$ cat src/rtl/plic_target_ctx.sv
// PLIC per-target context: threshold compare, external-interrupt line, claim/complete
// handshake and the in-service mask fed back to the gateways/arbiter.
module plic_target_ctx #(
  parameter int NUM_IRQ  = 32,
  parameter int ID_BASE  = 32,
  parameter int PRIO_BIT = 5,
  parameter int ID_WIDTH = 6
) (
  input  logic                clk,
  input  logic                rst,
  input  logic                irq_i,
  input  logic [ID_WIDTH-1:0] irq_id_i,
  input  logic [PRIO_BIT-1:0] irq_pri_i,
  input  logic [PRIO_BIT-1:0] threshold_i,
  input  logic                claim_req_i,
  input  logic                complete_req_i,
  input  logic [ID_WIDTH-1:0] complete_id_i,
  output logic                ready_o,
  output logic                claim_ack_o,
  output logic [ID_WIDTH-1:0] claim_id_o,
  output logic                complete_ack_o,
  output logic                eip_o,
  output logic [NUM_IRQ-1:0]  in_service_o
);

  localparam logic [1:0] IDLE      = 2'd0;
  localparam logic [1:0] CLAIM_RSP = 2'd1;
  localparam logic [1:0] CMPL_RSP  = 2'd2;

  // Range bounds carry one extra bit so ID_BASE+NUM_IRQ may equal 2**ID_WIDTH.
  localparam int                ID_END = ID_BASE + NUM_IRQ;
  localparam logic [ID_WIDTH:0] ID_LO  = (ID_WIDTH+1)'(ID_BASE);
  localparam logic [ID_WIDTH:0] ID_HI  = (ID_WIDTH+1)'(ID_END);
  localparam logic [ID_WIDTH-1:0] ID_OFS = ID_WIDTH'(ID_BASE);

  function automatic logic in_range(input logic [ID_WIDTH-1:0] id);
    return ({1'b0, id} >= ID_LO) && ({1'b0, id} < ID_HI);
  endfunction

  logic [1:0]          state_reg;
  logic                claim_elig_reg;
  logic [ID_WIDTH-1:0] claim_id_reg;
  logic [ID_WIDTH-1:0] cmpl_id_reg;
  logic                deferred_reg;
  logic                eip_reg;
  logic [NUM_IRQ-1:0]  in_service_reg;
  logic [NUM_IRQ-1:0]  in_service_next;

  logic                eligible;
  logic                claim_hit;
  logic                cmpl_hit;
  logic [ID_WIDTH-1:0] claim_idx;
  logic [ID_WIDTH-1:0] cmpl_idx;

  assign eligible  = irq_i && (irq_pri_i > threshold_i);
  assign claim_idx = claim_id_reg - ID_OFS;
  assign cmpl_idx  = cmpl_id_reg - ID_OFS;
  assign claim_hit = (state_reg == CLAIM_RSP) && claim_elig_reg && in_range(claim_id_reg);
  assign cmpl_hit  = (state_reg == CMPL_RSP) && in_range(cmpl_id_reg);

  generate
    for (genvar gi = 0; gi < NUM_IRQ; gi++) begin : g_isv
      assign in_service_next[gi] =
        (in_service_reg[gi] | (claim_hit && (claim_idx == ID_WIDTH'(gi))))
        & ~(cmpl_hit && (cmpl_idx == ID_WIDTH'(gi)));
    end
  endgenerate

  always_ff @(posedge clk) begin
    if (rst) begin
      state_reg      <= IDLE;
      claim_elig_reg <= 1'b0;
      claim_id_reg   <= '0;
      cmpl_id_reg    <= '0;
      deferred_reg   <= 1'b0;
      eip_reg        <= 1'b0;
      in_service_reg <= '0;
    end else begin
      eip_reg        <= eligible;
      in_service_reg <= in_service_next;
      case (state_reg)
        IDLE: begin
          if (claim_req_i) begin
            state_reg      <= CLAIM_RSP;
            claim_elig_reg <= eligible;
            claim_id_reg   <= eligible ? irq_id_i : '0;
            // The hart is about to take this interrupt; drop the line while it responds.
            eip_reg        <= 1'b0;
            if (complete_req_i) begin
              cmpl_id_reg  <= complete_id_i;
              deferred_reg <= 1'b1;
            end
          end else if (complete_req_i) begin
            state_reg   <= CMPL_RSP;
            cmpl_id_reg <= complete_id_i;
          end
        end
        CLAIM_RSP: state_reg <= deferred_reg ? CMPL_RSP : IDLE;
        CMPL_RSP: begin
          deferred_reg <= 1'b0;
          state_reg    <= IDLE;
        end
        default: state_reg <= IDLE;
      endcase
    end
  end

  // Acks are masked by rst so a transaction interrupted by reset never signals completion.
  assign ready_o        = (state_reg == IDLE) && !deferred_reg;
  assign claim_ack_o    = (state_reg == CLAIM_RSP) && !rst;
  assign complete_ack_o = (state_reg == CMPL_RSP) && !rst;
  assign claim_id_o     = claim_id_reg;
  assign eip_o          = eip_reg;
  assign in_service_o   = in_service_reg;

endmodule

$ cat config.mk
export PLATFORM = sky130hd
export DESIGN_NAME = plic_target_ctx
export DESIGN_NICKNAME = d
export VERILOG_FILES = /design/src/rtl/plic_target_ctx.sv
export SDC_FILE = /design/constraint.sdc
export NUM_CORES = 1
export LEC_CHECK = 0
export ABC_CLOCK_PERIOD_IN_PS = 1900
export BUFFER_PORTS_ARGS = -buffer_cell sky130_fd_sc_hd__buf_2
export CORE_UTILIZATION = 32
export CTS_CLUSTER_DIAMETER = 30
export DETAILED_ROUTE_END_ITERATION = 12
export PLACE_DENSITY = 0.63
export SYNTH_ARGS = -nofsm -noshare
export SYNTH_HDL_FRONTEND = slang
export SYNTH_SLANG_ARGS = --single-unit
$ cat constraint.sdc
create_clock -name clk -period 1.9 [get_ports clk]
set_input_delay 0.095 -clock clk [delete_from_list [all_inputs] [get_ports clk]]
set_output_delay 0.095 -clock clk [all_outputs]
set_load 0.02 [all_outputs]
==> results.txt <==
- The flow ran to the end, and the final reports show no timing, DRC or antenna violations.
- Summing the sequential cell areas from Yosys gives 46.3% of the chip area.
- At the pin with the least slew margin, the transition time is roughly 610 ps.
- Clock tree buffer depth: 2
- Clk sinks: between 40 and 50
* Clock-pin slew of the registers on the worst-case setup and hold paths: ~100 ps
* Maximum number of pins on one net before global-route repair: 24
- Fillcell total: 673
- Hold violation total from the final report: 0
- Summed over all instances, the cell type with the most area after synthesis is dfxtp_1.
* Number of buffers created by CTS: 5
* Setup total negative slack: 0 ps
* IO Port Bufs: a little under 70
- The top cell type by area accounts for between 40% and 50% of the synthesized area.
* Setup clock skew after layout: about 10 ps
* Total routing resource utilization after global routing: 16.7%
* Count of instances resized after the clock tree is built: 0
- Of all nets on the critical path, the largest fanout is 6.
- The number of antenna violations at the first check in global routing came to 0.
- Of the cells placed in the final design, the portion with a size suffix greater than 1 is between 30% and 40%.
* Mean instance size in the synthesized netlist: around 9.5 um^2
- CTS tree: yes
* Post-synthesis sequential element count: 49
- The HPWL after detailed placement is around 4.3 mm.
* Drt first-iter violations: around 110
- Leakage power figure: between 1 and 1.5 nW
- Buffers added to address setup during post-CTS repair amount to 0.
- Synthesis produced a netlist whose cell count is 224.
- In the final routed layout, each cell accounts on average for between 10 and 15 um.
- Count of flip-flops with a built-in enable after synthesis: 0
* Setup Crit Path Kind: flop to flop
* Top cells by area in the synthesized netlist: dfxtp_1, a211oi_1, a21oi_1
* Clock period minus final worst setup slack: roughly 1600 ps
- The die is between 80 and 90 um wide.
- Dividing the final minimum period by the clock period gives 86.4%.
- slightly below 70 I/O pins were placed.
* Worst max-slew margin expressed relative to the limit: 59.2%
- Setup violations remaining at the end of the flow were counted as 0.
* Kind of start point of the critical path: flop
- Worst endpoint data arrival time: roughly 1800 ps
* Via count of the first global-routing pass: approximately 1.9k
- The worst setup path is captured at a flop.
* Proportion of register bits with asynchronous set or reset after synthesis: 0%
* Unique cell type count in the Yosys netlist: 34
- Fmax: just over 600 MHz
- Residual DRC count: 0
- The number of nets in the synthesized netlist is roughly 260.
* Starting Density: between 30% and 40%
- CTS Root Cell: clkbuf_8
- In this run the cell area of the synthesized design comes to between 2000 and 2500 um^2.
- The floorplan step defined a die boundary enclosing just under 7000 um^2.
* Placeable core region: around 6400 um^2
- Most instantiated flip-flop cell in the synthesis netlist: dfxtp_1
- The first global-routing pass estimated between 9 and 10 mm of wire.
* Vertical die dimension: ~83 um
* Diode count: 0
- Std-Cell Rows: 29
* Max FFs per register: 32
* First-pass iteration count of the detailed router: 4
- Min-Delay Path Class: input pin to flop
- The final layout contains routed wiring with a total length of between 5 and 6 mm.
- After detailed routing, the number of vias per cell comes to between 5 and 6.
* Number of hold buffers added after cts: 5
- Number of pins exceeding their max-slew limit in the final report: 0
- Maximum Capacitance Violations: 0
* Gp weighted congestion: 0.828
- The Yosys step of the flow raised 0 warnings.
- Count of vias placed by the detailed router: approximately 2.0k
- Before CTS, the worst setup slack after placement is 289 ps.
* Number of nets in the finished design: between 300 and 400
* VDD IR-drop max: slightly below 300 uV
* Remaining Overflow, GRT: 0
- Power per unit of standard cell area: between 600 and 700 nW/um^2
- Final worst setup slack: about 260 ps
* DRT antenna net count: 0
* WP data required: roughly 2100 ps
- The H-tree was split into 2 levels.
- Setup repair after global routing missed its margin: no
- Insertion delay to the later sink of the worst-skew pair: ~310 ps
- P&R area growth vs syn: 28.8%
layout make-up:
| cell class | instances | area (um^2) | share of cell area [%] |
|---|---|---|---|
| flip-flops and latches | 49 | 981 | 35.9 |
| well taps | 77 | 96.3 | 3.53 |
| inverters | 9 | 33.8 | 1.24 |
| clock buffers | 5 | 68.8 | 2.52 |
| clock inverters | 3 | 21.3 | 0.778 |
| repair buffers | 86 | 488 | 17.9 |
| multi-input cells | 152 | 1040 | 38.2 |
final timing paths:
kind | start | endpoint | slack (ps) | cells after the start
max | state_reg[1] | in_service_o[11] | 260 | 4
max reg2reg | state_reg[1] | in_service_o[11] | 260 | 4
min | rst | state_reg[0] | 9 | 2
min reg2reg | cmpl_id_reg[5] | cmpl_id_reg[5] | 480 | 2
report_power, final:
| group | switching, W | leakage, nW | internal [W] |
|---|---|---|---|
| logic | 0.000113 | 0.700 | 0.0000821 |
| registers | 0.0000294 | 0.396 | 0.00104 |
| clock network | 0.000371 | 0.0445 | 0.000262 |
| total | 0.000514 | 1.14 | 0.00139 |
through the flow:
stage	total power, W	hold WS, ps	util [%]	instance area, um^2	instances
after floorplan	0.00121	202	-	2120	224
after global placement	0.00128	316	40.6	2590	368
after detailed placement	0.00128	318	40.6	2590	368
after CTS	0.00191	1.57	42.8	2730	381
after global routing	0.00199	10.6	42.8	2730	381
final	0.00190	8.55	42.8	2730	381
metal layers:
layer / track usage [%] / up-vias / part of all wire (%)
met4: 6.47 / 0 / 1.7
met2: 26.0 / 80 / 46
met3: 3.08 / 9 / 6.6
met1: 22.9 / 914 / 46
met5: 0 / - / 0
li1: - / 996 / -
critical path, stage by stage, from the launching register on:
cell and delay [ps]:
dfxtp_1 440, nor2b_1 280, nand3b_1 190, nor3b_1 440, a311oi_1 160
cell usage in the layout, fill, tap and decap left out, types with 2 or more instances in the layout:
cell,netlist,layout
a211oi_1,24,24
a21oi_1,33,33
a22o_1,6,6
a311oi_1,8,8
a31oi_1,9,9
buf_2,2,68
buf_4,2,13
clkbuf_8,0,5
dfxtp_1,49,49
dlygate4sd3_1,0,5
ha_1,5,5
inv_1,8,8
nand2_1,20,20
nor2_1,8,8
nor2b_1,10,10
nor3_1,5,5
nor3_2,2,2
nor3b_1,3,3
nor3b_2,3,3
nor4_4,3,3
cell usage after synthesis, types with 2 or more instances:
master / count
ha_1: 5
inv_1: 8
a311oi_1: 8
buf_4: 2
a31oi_1: 9
nor3b_1: 3
nor3_2: 2
dfxtp_1: 49
nor4_4: 3
nand2_1: 20
buf_2: 2
nor2b_1: 10
clkbuf_1: 9
a22o_1: 6
a21oi_1: 33
a211oi_1: 24
nor3b_2: 3
nor2_1: 8
nor3_1: 5
cells by family after synthesis:
group / synth area share (%)
simple gates: 19.2
flops: 46.3
compound gates: 27.1
fa+ha+maj: 2.95
buf+inv: 4.54
No activity file was read; power rests on OpenSTA's default activity.
